### src/rtl/csr_file_if.sv
// CSR access / exception-commit bundle between the WB stage and csr_file.
//   master : WB side, drives requests and receives read data / redirect targets
//   slave  : csr_file side
// Signals:
//   csr_re, csr_num[13:0], csr_we, csr_wmask[31:0], csr_wvalue[31:0]  - CSR access
//   ertn_flush, wb_ex, wb_ecode[5:0], wb_esubcode[8:0], wb_pc[31:0]   - commit events
//   csr_rvalue[31:0], ex_entry[31:0], ertn_entry[31:0], has_int       - responses
interface csr_file_if;
    logic        csr_re;
    logic [13:0] csr_num;
    logic        csr_we;
    logic [31:0] csr_wmask;
    logic [31:0] csr_wvalue;
    logic        ertn_flush;
    logic        wb_ex;
    logic [5:0]  wb_ecode;
    logic [8:0]  wb_esubcode;
    logic [31:0] wb_pc;
    logic [31:0] csr_rvalue;
    logic [31:0] ex_entry;
    logic [31:0] ertn_entry;
    logic        has_int;

    modport master (
        output csr_re, csr_num, csr_we, csr_wmask, csr_wvalue,
        output ertn_flush, wb_ex, wb_ecode, wb_esubcode, wb_pc,
        input  csr_rvalue, ex_entry, ertn_entry, has_int
    );

    modport slave (
        input  csr_re, csr_num, csr_we, csr_wmask, csr_wvalue,
        input  ertn_flush, wb_ex, wb_ecode, wb_esubcode, wb_pc,
        output csr_rvalue, ex_entry, ertn_entry, has_int
    );
endinterface

### src/rtl/csr_file.sv
// Control/status register file serving CSR reads/writes and exception commit from WB.
// Reads are combinational; writes, exception entry, ERTN and the stable timer update
// on the rising clock edge.
// Ports:
//   clk  - core clock
//   rst  - synchronous active-high reset
//   bus  - csr_file_if.slave: CSR access, commit events, read data, redirect targets
//          (ex_entry = EENTRY, ertn_entry = ERA) and the has_int interrupt summary.
module csr_file (
    input logic       clk,
    input logic       rst,
    csr_file_if.slave bus
);
    localparam logic [13:0] CsrCrmd   = 14'h000;
    localparam logic [13:0] CsrPrmd   = 14'h001;
    localparam logic [13:0] CsrEcfg   = 14'h004;
    localparam logic [13:0] CsrEstat  = 14'h005;
    localparam logic [13:0] CsrEra    = 14'h006;
    localparam logic [13:0] CsrEentry = 14'h00C;
    localparam logic [13:0] CsrSave0  = 14'h030;
    localparam logic [13:0] CsrSave1  = 14'h031;
    localparam logic [13:0] CsrSave2  = 14'h032;
    localparam logic [13:0] CsrSave3  = 14'h033;
    localparam logic [13:0] CsrTid    = 14'h040;
    localparam logic [13:0] CsrTcfg   = 14'h041;
    localparam logic [13:0] CsrTval   = 14'h042;
    localparam logic [13:0] CsrTiclr  = 14'h044;

    // State
    logic [1:0]  crmd_plv_q, crmd_plv_d;
    logic        crmd_ie_q, crmd_ie_d;
    logic        crmd_da_q, crmd_da_d;
    logic [1:0]  prmd_pplv_q, prmd_pplv_d;
    logic        prmd_pie_q, prmd_pie_d;
    logic [12:0] ecfg_lie_q, ecfg_lie_d;
    logic [1:0]  estat_is_sw_q, estat_is_sw_d;
    logic        estat_ti_q, estat_ti_d;
    logic [5:0]  estat_ecode_q, estat_ecode_d;
    logic [8:0]  estat_esubcode_q, estat_esubcode_d;
    logic [31:0] era_q, era_d;
    logic [25:0] eentry_va_q, eentry_va_d;
    logic [31:0] save_q [4];
    logic [31:0] save_d [4];
    logic [31:0] tid_q, tid_d;
    logic        tcfg_en_q, tcfg_en_d;
    logic        tcfg_periodic_q, tcfg_periodic_d;
    logic [29:0] tcfg_initval_q, tcfg_initval_d;
    logic [31:0] tval_q, tval_d;

    // Architectural read views of each register
    logic [12:0] estat_is;
    logic [31:0] crmd_val, prmd_val, ecfg_val, estat_val, eentry_val, tcfg_val;

    assign estat_is   = {1'b0, estat_ti_q, 9'd0, estat_is_sw_q};
    assign crmd_val   = {28'd0, crmd_da_q, crmd_ie_q, crmd_plv_q};
    assign prmd_val   = {29'd0, prmd_pie_q, prmd_pplv_q};
    assign ecfg_val   = {19'd0, ecfg_lie_q};
    assign estat_val  = {1'b0, estat_esubcode_q, estat_ecode_q, 3'd0, estat_is};
    assign eentry_val = {eentry_va_q, 6'd0};
    assign tcfg_val   = {tcfg_initval_q, tcfg_periodic_q, tcfg_en_q};

    function automatic logic [31:0] merge(input logic [31:0] old_val,
                                          input logic [31:0] new_val,
                                          input logic [31:0] mask);
        return (old_val & ~mask) | (new_val & mask);
    endfunction

    // Software write decode; an exception in the same cycle squashes the write
    logic sw_we;
    logic wr_crmd, wr_prmd, wr_ecfg, wr_estat, wr_era, wr_eentry;
    logic wr_save, wr_tid, wr_tcfg, wr_ticlr;

    assign sw_we     = bus.csr_we & ~bus.wb_ex;
    assign wr_crmd   = sw_we && (bus.csr_num == CsrCrmd);
    assign wr_prmd   = sw_we && (bus.csr_num == CsrPrmd);
    assign wr_ecfg   = sw_we && (bus.csr_num == CsrEcfg);
    assign wr_estat  = sw_we && (bus.csr_num == CsrEstat);
    assign wr_era    = sw_we && (bus.csr_num == CsrEra);
    assign wr_eentry = sw_we && (bus.csr_num == CsrEentry);
    assign wr_save   = sw_we && (bus.csr_num[13:2] == CsrSave0[13:2]);
    assign wr_tid    = sw_we && (bus.csr_num == CsrTid);
    assign wr_tcfg   = sw_we && (bus.csr_num == CsrTcfg);
    assign wr_ticlr  = sw_we && (bus.csr_num == CsrTiclr);

    // Merged write values per register
    logic [31:0] crmd_wr, prmd_wr, ecfg_wr, estat_wr, era_wr, eentry_wr;
    logic [31:0] save_wr, tid_wr, tcfg_wr;

    assign crmd_wr   = merge(crmd_val, bus.csr_wvalue, bus.csr_wmask);
    assign prmd_wr   = merge(prmd_val, bus.csr_wvalue, bus.csr_wmask);
    assign ecfg_wr   = merge(ecfg_val, bus.csr_wvalue, bus.csr_wmask);
    assign estat_wr  = merge(estat_val, bus.csr_wvalue, bus.csr_wmask);
    assign era_wr    = merge(era_q, bus.csr_wvalue, bus.csr_wmask);
    assign eentry_wr = merge(eentry_val, bus.csr_wvalue, bus.csr_wmask);
    assign save_wr   = merge(save_q[bus.csr_num[1:0]], bus.csr_wvalue, bus.csr_wmask);
    assign tid_wr    = merge(tid_q, bus.csr_wvalue, bus.csr_wmask);
    assign tcfg_wr   = merge(tcfg_val, bus.csr_wvalue, bus.csr_wmask);

    // Timer events. A TCFG write reloads TVAL and suppresses countdown for that cycle.
    logic timer_fire;
    logic ticlr_clr;

    assign timer_fire = ~wr_tcfg & tcfg_en_q & (tval_q == 32'd1);
    assign ticlr_clr  = wr_ticlr & bus.csr_wmask[0] & bus.csr_wvalue[0];

    always_comb begin
        crmd_plv_d       = crmd_plv_q;
        crmd_ie_d        = crmd_ie_q;
        crmd_da_d        = crmd_da_q;
        prmd_pplv_d      = prmd_pplv_q;
        prmd_pie_d       = prmd_pie_q;
        ecfg_lie_d       = ecfg_lie_q;
        estat_is_sw_d    = estat_is_sw_q;
        estat_ti_d       = estat_ti_q;
        estat_ecode_d    = estat_ecode_q;
        estat_esubcode_d = estat_esubcode_q;
        era_d            = era_q;
        eentry_va_d      = eentry_va_q;
        for (int i = 0; i < 4; i++) begin
            save_d[i] = save_q[i];
        end
        tid_d            = tid_q;
        tcfg_en_d        = tcfg_en_q;
        tcfg_periodic_d  = tcfg_periodic_q;
        tcfg_initval_d   = tcfg_initval_q;
        tval_d           = tval_q;

        // Software writes (lowest precedence)
        if (wr_crmd) begin
            crmd_plv_d = crmd_wr[1:0];
            crmd_ie_d  = crmd_wr[2];
            crmd_da_d  = crmd_wr[3];
        end
        if (wr_prmd) begin
            prmd_pplv_d = prmd_wr[1:0];
            prmd_pie_d  = prmd_wr[2];
        end
        if (wr_ecfg) begin
            ecfg_lie_d = ecfg_wr[12:0];
        end
        if (wr_estat) begin
            estat_is_sw_d = estat_wr[1:0];
        end
        if (wr_era) begin
            era_d = era_wr;
        end
        if (wr_eentry) begin
            eentry_va_d = eentry_wr[31:6];
        end
        if (wr_save) begin
            save_d[bus.csr_num[1:0]] = save_wr;
        end
        if (wr_tid) begin
            tid_d = tid_wr;
        end
        if (wr_tcfg) begin
            tcfg_en_d       = tcfg_wr[0];
            tcfg_periodic_d = tcfg_wr[1];
            tcfg_initval_d  = tcfg_wr[31:2];
        end

        // ERTN restores PLV/IE, overriding a same-cycle CRMD write to those fields
        if (bus.ertn_flush && !bus.wb_ex) begin
            crmd_plv_d = prmd_pplv_q;
            crmd_ie_d  = prmd_pie_q;
        end

        // Exception entry (highest precedence; all software writes already squashed)
        if (bus.wb_ex) begin
            prmd_pplv_d      = crmd_plv_q;
            prmd_pie_d       = crmd_ie_q;
            crmd_plv_d       = 2'd0;
            crmd_ie_d        = 1'b0;
            era_d            = bus.wb_pc;
            estat_ecode_d    = bus.wb_ecode;
            estat_esubcode_d = bus.wb_esubcode;
        end

        // Stable timer
        if (wr_tcfg) begin
            tval_d = {tcfg_wr[31:2], 2'b00};
        end else if (tcfg_en_q) begin
            if (tval_q > 32'd1) begin
                tval_d = tval_q - 32'd1;
            end else if (tval_q == 32'd1) begin
                tval_d = tcfg_periodic_q ? {tcfg_initval_q, 2'b00} : 32'd0;
            end
        end

        // A timer expiry in the same cycle as TICLR leaves the interrupt set
        if (timer_fire) begin
            estat_ti_d = 1'b1;
        end else if (ticlr_clr) begin
            estat_ti_d = 1'b0;
        end
    end

    always_ff @(posedge clk) begin
        if (rst) begin
            crmd_plv_q       <= 2'd0;
            crmd_ie_q        <= 1'b0;
            crmd_da_q        <= 1'b1;
            prmd_pplv_q      <= 2'd0;
            prmd_pie_q       <= 1'b0;
            ecfg_lie_q       <= 13'd0;
            estat_is_sw_q    <= 2'd0;
            estat_ti_q       <= 1'b0;
            estat_ecode_q    <= 6'd0;
            estat_esubcode_q <= 9'd0;
            era_q            <= 32'd0;
            eentry_va_q      <= 26'd0;
            for (int i = 0; i < 4; i++) begin
                save_q[i] <= 32'd0;
            end
            tid_q            <= 32'd0;
            tcfg_en_q        <= 1'b0;
            tcfg_periodic_q  <= 1'b0;
            tcfg_initval_q   <= 30'd0;
            tval_q           <= 32'hFFFF_FFFF;
        end else begin
            crmd_plv_q       <= crmd_plv_d;
            crmd_ie_q        <= crmd_ie_d;
            crmd_da_q        <= crmd_da_d;
            prmd_pplv_q      <= prmd_pplv_d;
            prmd_pie_q       <= prmd_pie_d;
            ecfg_lie_q       <= ecfg_lie_d;
            estat_is_sw_q    <= estat_is_sw_d;
            estat_ti_q       <= estat_ti_d;
            estat_ecode_q    <= estat_ecode_d;
            estat_esubcode_q <= estat_esubcode_d;
            era_q            <= era_d;
            eentry_va_q      <= eentry_va_d;
            for (int i = 0; i < 4; i++) begin
                save_q[i] <= save_d[i];
            end
            tid_q            <= tid_d;
            tcfg_en_q        <= tcfg_en_d;
            tcfg_periodic_q  <= tcfg_periodic_d;
            tcfg_initval_q   <= tcfg_initval_d;
            tval_q           <= tval_d;
        end
    end

    // Read mux: unimplemented addresses and TICLR read as zero
    logic [31:0] rvalue;

    always_comb begin
        rvalue = 32'd0;
        case (bus.csr_num)
            CsrCrmd:   rvalue = crmd_val;
            CsrPrmd:   rvalue = prmd_val;
            CsrEcfg:   rvalue = ecfg_val;
            CsrEstat:  rvalue = estat_val;
            CsrEra:    rvalue = era_q;
            CsrEentry: rvalue = eentry_val;
            CsrSave0, CsrSave1, CsrSave2, CsrSave3: rvalue = save_q[bus.csr_num[1:0]];
            CsrTid:    rvalue = tid_q;
            CsrTcfg:   rvalue = tcfg_val;
            CsrTval:   rvalue = tval_q;
            default:   rvalue = 32'd0;
        endcase
    end

    assign bus.csr_rvalue = rvalue;
    assign bus.ex_entry   = eentry_val;
    assign bus.ertn_entry = era_q;
    assign bus.has_int    = crmd_ie_q & (|(estat_is & ecfg_lie_q));

    // csr_re is advisory only; read data is always driven
    logic unused_csr_re;
    assign unused_csr_re = bus.csr_re;
endmodule
### src/flat_wrapper.sv
// flat-port wrapper written by rule: the top's interface ports become plain ports
module csr_file_flat 
  (clk, rst, bus_csr_re, bus_csr_num, bus_csr_we, bus_csr_wmask, bus_csr_wvalue, bus_ertn_flush, bus_wb_ex, bus_wb_ecode, bus_wb_esubcode, bus_wb_pc, bus_csr_rvalue, bus_ex_entry, bus_ertn_entry, bus_has_int);
  csr_file_if bus_i ();
  input logic clk;
  input logic rst;
  input wire logic [$bits(bus_i.csr_re)-1:0] bus_csr_re;
  input wire logic [$bits(bus_i.csr_num)-1:0] bus_csr_num;
  input wire logic [$bits(bus_i.csr_we)-1:0] bus_csr_we;
  input wire logic [$bits(bus_i.csr_wmask)-1:0] bus_csr_wmask;
  input wire logic [$bits(bus_i.csr_wvalue)-1:0] bus_csr_wvalue;
  input wire logic [$bits(bus_i.ertn_flush)-1:0] bus_ertn_flush;
  input wire logic [$bits(bus_i.wb_ex)-1:0] bus_wb_ex;
  input wire logic [$bits(bus_i.wb_ecode)-1:0] bus_wb_ecode;
  input wire logic [$bits(bus_i.wb_esubcode)-1:0] bus_wb_esubcode;
  input wire logic [$bits(bus_i.wb_pc)-1:0] bus_wb_pc;
  output wire logic [$bits(bus_i.csr_rvalue)-1:0] bus_csr_rvalue;
  output wire logic [$bits(bus_i.ex_entry)-1:0] bus_ex_entry;
  output wire logic [$bits(bus_i.ertn_entry)-1:0] bus_ertn_entry;
  output wire logic [$bits(bus_i.has_int)-1:0] bus_has_int;
  assign bus_i.csr_re = bus_csr_re;
  assign bus_i.csr_num = bus_csr_num;
  assign bus_i.csr_we = bus_csr_we;
  assign bus_i.csr_wmask = bus_csr_wmask;
  assign bus_i.csr_wvalue = bus_csr_wvalue;
  assign bus_i.ertn_flush = bus_ertn_flush;
  assign bus_i.wb_ex = bus_wb_ex;
  assign bus_i.wb_ecode = bus_wb_ecode;
  assign bus_i.wb_esubcode = bus_wb_esubcode;
  assign bus_i.wb_pc = bus_wb_pc;
  assign bus_csr_rvalue = bus_i.csr_rvalue;
  assign bus_ex_entry = bus_i.ex_entry;
  assign bus_ertn_entry = bus_i.ertn_entry;
  assign bus_has_int = bus_i.has_int;
  csr_file u_core (.clk(clk), .rst(rst), .bus(bus_i));
endmodule
### config.mk
export PLATFORM = sky130hd
export DESIGN_NAME = csr_file_flat
export DESIGN_NICKNAME = d
export VERILOG_FILES = /design/src/rtl/csr_file_if.sv /design/src/rtl/csr_file.sv /design/src/flat_wrapper.sv
export SDC_FILE = /design/constraint.sdc
export NUM_CORES = 1
export LEC_CHECK = 0
export BUFFER_PORTS_ARGS = -buffer_cell sky130_fd_sc_hd__buf_2
export CORE_AREA = 2 2 186 261
export DETAILED_ROUTE_END_ITERATION = 16
export DIE_AREA = 0 0 188 263
export HOLD_SLACK_MARGIN = 0.06
export SYNTH_ARGS = -nofsm -noshare
export SYNTH_HDL_FRONTEND = slang
export SYNTH_SLANG_ARGS = --single-unit
### constraint.sdc
create_clock -name clk -period 5.6 [get_ports clk]
set_input_delay 1.68 -clock clk [delete_from_list [all_inputs] [get_ports clk]]
set_output_delay 1.68 -clock clk [all_outputs]
set_load 0.02 [all_outputs]
# After elaboration in Yosys (flattened, before gate mapping)
# Memory sizes are Yosys's and may differ from the RTL's.
# Cells that the tools add are included.
[totals]
romBits = 0
regBits = 192
memories = 1
elab_cells = 124
input_bits = 131
mem_bits_rw = 128
latchBits = 0
[memory_table]
columns = ["name", "depth", "width", "read_ports", "rd_ports_with_merged_regs", "write_ports", "line", "text"]
rows = [
  ["u_core.save_q", 4, 32, 5, 0, 4, "csr_file.sv:42", "logic [31:0] save_q [4];"],
]
[op_classes]
n_mul = 0
n_reduce_logical = 24
mux = 29
n_div = 0
n_shift = 0
eq_ne = 15
n_lt_le_gt_ge = 3
add_sub_neg = 1
n_bitwise = 34
[ops]
columns = ["cell", "count"]
rows = [
  ["32-bit 2-to-1 mux", 12],
  ["32-bit one-hot mux with 10 select lines", 1],
  ["32-bit bitwise AND", 6],
  ["32-bit OR", 5],
  ["128-bit bitwise mux", 1],
  ["128-bit 2-to-1 mux", 1],
  ["32-bit demux with 2-bit select", 1],
  ["14-bit by 6-bit == test with 1-bit output (second input constant)", 4],
  ["14-bit by 7-bit == test with 1-bit output (second input constant)", 4],
  ["14-bit by 3-bit == test with 1-bit output (second input constant)", 3],
  ["32-bit by 1-bit == test with 1-bit output (second input constant)", 1],
  ["32-bit by 1-bit > comparator with 1-bit output (second input constant)", 1],
  ["32-bit inverter", 1],
  ["32-bit by 1-bit subtractor with 32-bit output (second input constant)", 1],
  ["14-bit by 1-bit == test with 1-bit output (second input constant)", 1],
  ["14-bit by 4-bit == test with 1-bit output (second input constant)", 1],
  ["14-bit zero test", 1],
  ["12-bit by 13-bit bitwise AND with 13-bit output", 1],
  ["13-bit bitwise AND", 1],
  ["13-bit OR", 1],
  ["13-bit OR reduction", 1],
  ["12-bit by 4-bit == test with 1-bit output (second input constant)", 1],
  ["1-bit logical AND", 12],
  ["2-bit nonzero test", 5],
  ["other kinds (19)", 39],
]

# Longest topological paths before layout
[depth]
ltp_word = 8
mapped_depth = 10
mapped_depth_nobuf = 8

# Worst setup path after synthesis
# Ideal clock, no wire load.
[synth_path]
path_kind = "input port to output port"
from = "input port bus_csr_num[11]"
to = "output port bus_csr_rvalue[1]"
stages = 7
arrival_ps = 3620
required_time_ps = 3920
n_path_buf = 2
setup_slack_ps = 300
cell_sequence = "or4_1 nor3_2 and3_1 clkbuf_1 clkbuf_1 a22oi_1 nand4_1"
[synth_via]
elab_chain_len = 3
word_cells_on_any_way = 15
classes_between = "eq/ne (12); mux (1); reduce/logical (2)"
[synth_lines]
columns = ["element", "line", "text"]
rows = [
  ["start: declaration", "flat_wrapper.sv:8", "input wire logic [$bits(bus_i.csr_num)-1:0] bus_csr_num;"],
  ["14-bit by 6-bit == test with 1-bit output", "csr_file.sv:249", "case (bus.csr_num)"],
  ["4-bit OR reduction", "csr_file.sv:249", ""],
  ["32-bit one-hot mux with 10 select lines (*)", "csr_file.sv:249", ""],
  ["end: declaration", "flat_wrapper.sv:17", "output wire logic [$bits(bus_i.csr_rvalue)-1:0] bus_csr_rvalue;"],
]
# Every way passes the cells marked *; elsewhere a longest branch is shown, timed or not.

# Worst setup path after layout
[layout_path]
from = "input port bus_csr_num[0]"
to = "output port bus_csr_rvalue[6]"
# Same word-level chain as after synthesis.

==> metrics.md <==
| Metric | Value |
|---|---|
| DRC | 0 |
| Num CTS Buffers | 34 |
| Worst r2r path cells | 6 |
| Post-CTS Setup Bufs | 0 |
| Vias in the first global route | 16.1k |
| MaxCap Viol Count | 0 |
| Worst-path clk slew | 0.06 ns |
| Synthesized area | 0.0164 sq mm |
| Clock latency on the worst-skew pair | 0.53 ns |
| Root Buffer | clkbuf_16 |
| Die area | 0.0494 sq mm |
| Power Density | 257 mW/mm^2 |
| Unrepaired setup endpoints after global routing | false |
| Area contributors post-synth | dfxtp_1 (39%), nand2_1 (11%), a21oi_1 (6.9%) |
| Synth warn | 0 |
| Iter 0 DRT Violations | 1,750 |
| Pin count of the biggest net entering global routing | 158 |
| Final worst-path cycle share | 0.981 |
| Final Core Density | 0.411 |
| Synth top cells by count | nand2_1 (501), dfxtp_1 (320), a21oi_1 (226) |
| Hold Crit Start | u_core.save_q[0][30] |
| Layout cell share with drive strength beyond 1 | 0.187 |
| Vias per Instance | 5.88 |
| Number of flops mapped to enable cells by yosys | 0 |
| CTS resizes | 0 |
| Critical path capture point type | output pin |
| WS Path Type | input port to output pin |
| Hold WS | 0.450 ns |
| Critical path arrival | 3.81 ns |
| Avg Cell Area, Syn | 7.85 sq um |
| Skew final | 0.0185 ns |
| First-pass DRT Iterations | 8 |
| Syn Inst Count | 2,086 |
| Clock buffer depth | 3 |
| Total GRT Usage | 0.242 |
| Reg area | 0.00641 sq mm |
| Filler cells | 4,698 |
| Chip Height | 263 um |
| Most common cell in the netlist | nand2_1 |
| Post-DP HPWL | 43.5 mm |
| Area Growth Syn to Fin | 17.8% |
| Final hold vios | 0 |
| Leakage | 7.06 nW |
| Hold WC Path Type | flop to flop |
| CTS tree | done |
| Total gr overflow | 0 |
| Yosys top cell by area | dfxtp_1 |
| Worst R2R End | u_core.tval_q[15] |
| Final setup vio count | 0 |
| Num Clock Sinks | 320 |
| Flops & latches, synth | 320 |
| Row cnt | 94 |
| Status | complete, no violations |
| DR WL/cell | 21.9 um |
| I/O pins | 228 |
| Setup_tns | 0 ns |
| Vias | 16.8k |
| Setup slack at placement | 0.119 ns |
| Max rail drop VDD | 218 uV |
| Antenna violations before repair | 2 |
| Routed WL | 62.4 mm |
| H-tree depth | 2 |
| Max Freq | 0.182 GHz |
| Min Tclk post-route | 5.49 ns |
| Worst slew margin | 0.296 |
| Die Width | 188 um |
| Worst reg2reg startpoint | u_core.tval_q[22] |
| Total power | 4.97 mW |
| Core footprint | 0.0469 sq mm |
| Port Buf Inserts | 220 |
| Antenna Nets Post-Route | 0 |
| Actual slew at the worst max-slew pin | 1.05 ns |
| Gp weighted congestion | 0.910 |
| Multi-input logic area | 0.00908 sq mm |
| Flop-to-flop setup slack | 2.30 ns |
| Hold_buf cts | 0 |
| Global-route wire length before repair | 94.4 mm |
| Top FF cell, synth | dfxtp_1 |
| Max Slew Vio Count | 0 |
| Register area share after synthesis | 0.391 |
| Nets | 2,341 |
| Setup WS post-layout | 0.107 ns |
| Yosys cell types | 70 |
| Startpoint Class | input port |
| Crit-path max FO | 18 |
| Starting Density | 0.349 |
| Asr flop ratio synth | 0 |
| Synth top area share | 0.391 |
| Hold-critical path depth | 2 |
| Worst Hold Path EP | u_core.save_q[0][30] |
| Critical path data required time | 3.92 ns |
==> how the worst max path moves through the flow <==
stage                               start                 end  slack, ns  depth (start not counted)
final                      bus_csr_num[0]   bus_csr_rvalue[6]       0.11                          6
after global routing      bus_csr_num[11]  bus_csr_rvalue[18]       0.07                          8
after CTS                  bus_csr_num[0]   bus_csr_rvalue[6]       0.11                          6
after detailed placement   bus_csr_num[0]   bus_csr_rvalue[6]       0.12                          6
after global placement     bus_csr_num[0]   bus_csr_rvalue[6]       0.10                          6
after floorplan           bus_csr_num[11]   bus_csr_rvalue[1]       0.30                          7
==> metrics by stage <==
stage	cells	area, sq um
after global placement	2796	18200
final	2855	19300
after global routing	2855	19300
after detailed placement	2796	18200
after CTS	2853	19300
after floorplan	2091	16400
==> kinds of logic after synthesis <==
group | share of synthesized area
AND/OR/NAND/NOR | 0.235
AO/OA/AOI/OAI | 0.217
flip-flops | 0.391
buffers and inverters | 0.0590
multiplexers | 0.0917
XOR/XNOR | 0.00428
adder cells (fa/ha/maj) | 0.00153
other | 0.000229
==> per-layer routing <==
metal / vias up / part of all wire / wire length [um] / GRT usage
li1: 7698 / - / - / -
met1: 8122 / 0.40 / 25000 / 0.301
met2: 798 / 0.48 / 29800 / 0.406
met3: 176 / 0.073 / 4540 / 0.0371
met4: 0 / 0.050 / 3140 / 0.121
met5: - / 0 / 0 / 0
==> report_power, final <==
| group | leakage, nW | switching, mW | internal, mW | total (mW) |
|---|---|---|---|---|
| clock | 0.530 | 0.952 | 1.34 | 2.29 |
| combinational | 3.94 | 0.239 | 0.115 | 0.354 |
| sequential | 2.59 | 0.0206 | 2.30 | 2.32 |
==> area by class of cell <==
class                   instances  share of cell area
diodes                          2            0.000260
clock buffers                  45              0.0494
clock inverters                12             0.00772
inverters                      32             0.00623
multi-input cells            1536               0.471
flip-flops and latches        320               0.332
well taps                     624              0.0405
repair buffers                284              0.0929
==> critical path: stages <==
cell and delay, ns:
buf_2 0.43, buf_4 0.27, mux4_2 0.55, a222oi_1 0.42
nand3_1 0.23, buf_2 0.22
==> cell usage in the layout (no fill, tap or decap), drive strengths merged, types with 9 or more instances in the layout <==
cell type,instances
a22o,25
mux4,32
a31oi,11
nand3,109
nor2,127
nand2,502
o21ai,66
buf,284
o22ai,11
nor3,46
inv,32
a222oi,35
and3,17
nor4,25
nand4,11
a211o,9
mux2i,51
a221o,17
a22oi,29
clkbuf,45
a21oi,227
a311oi,37
a21boi,30
dfxtp,320
mux2,24
No activity file was read; power rests on OpenSTA's default activity.
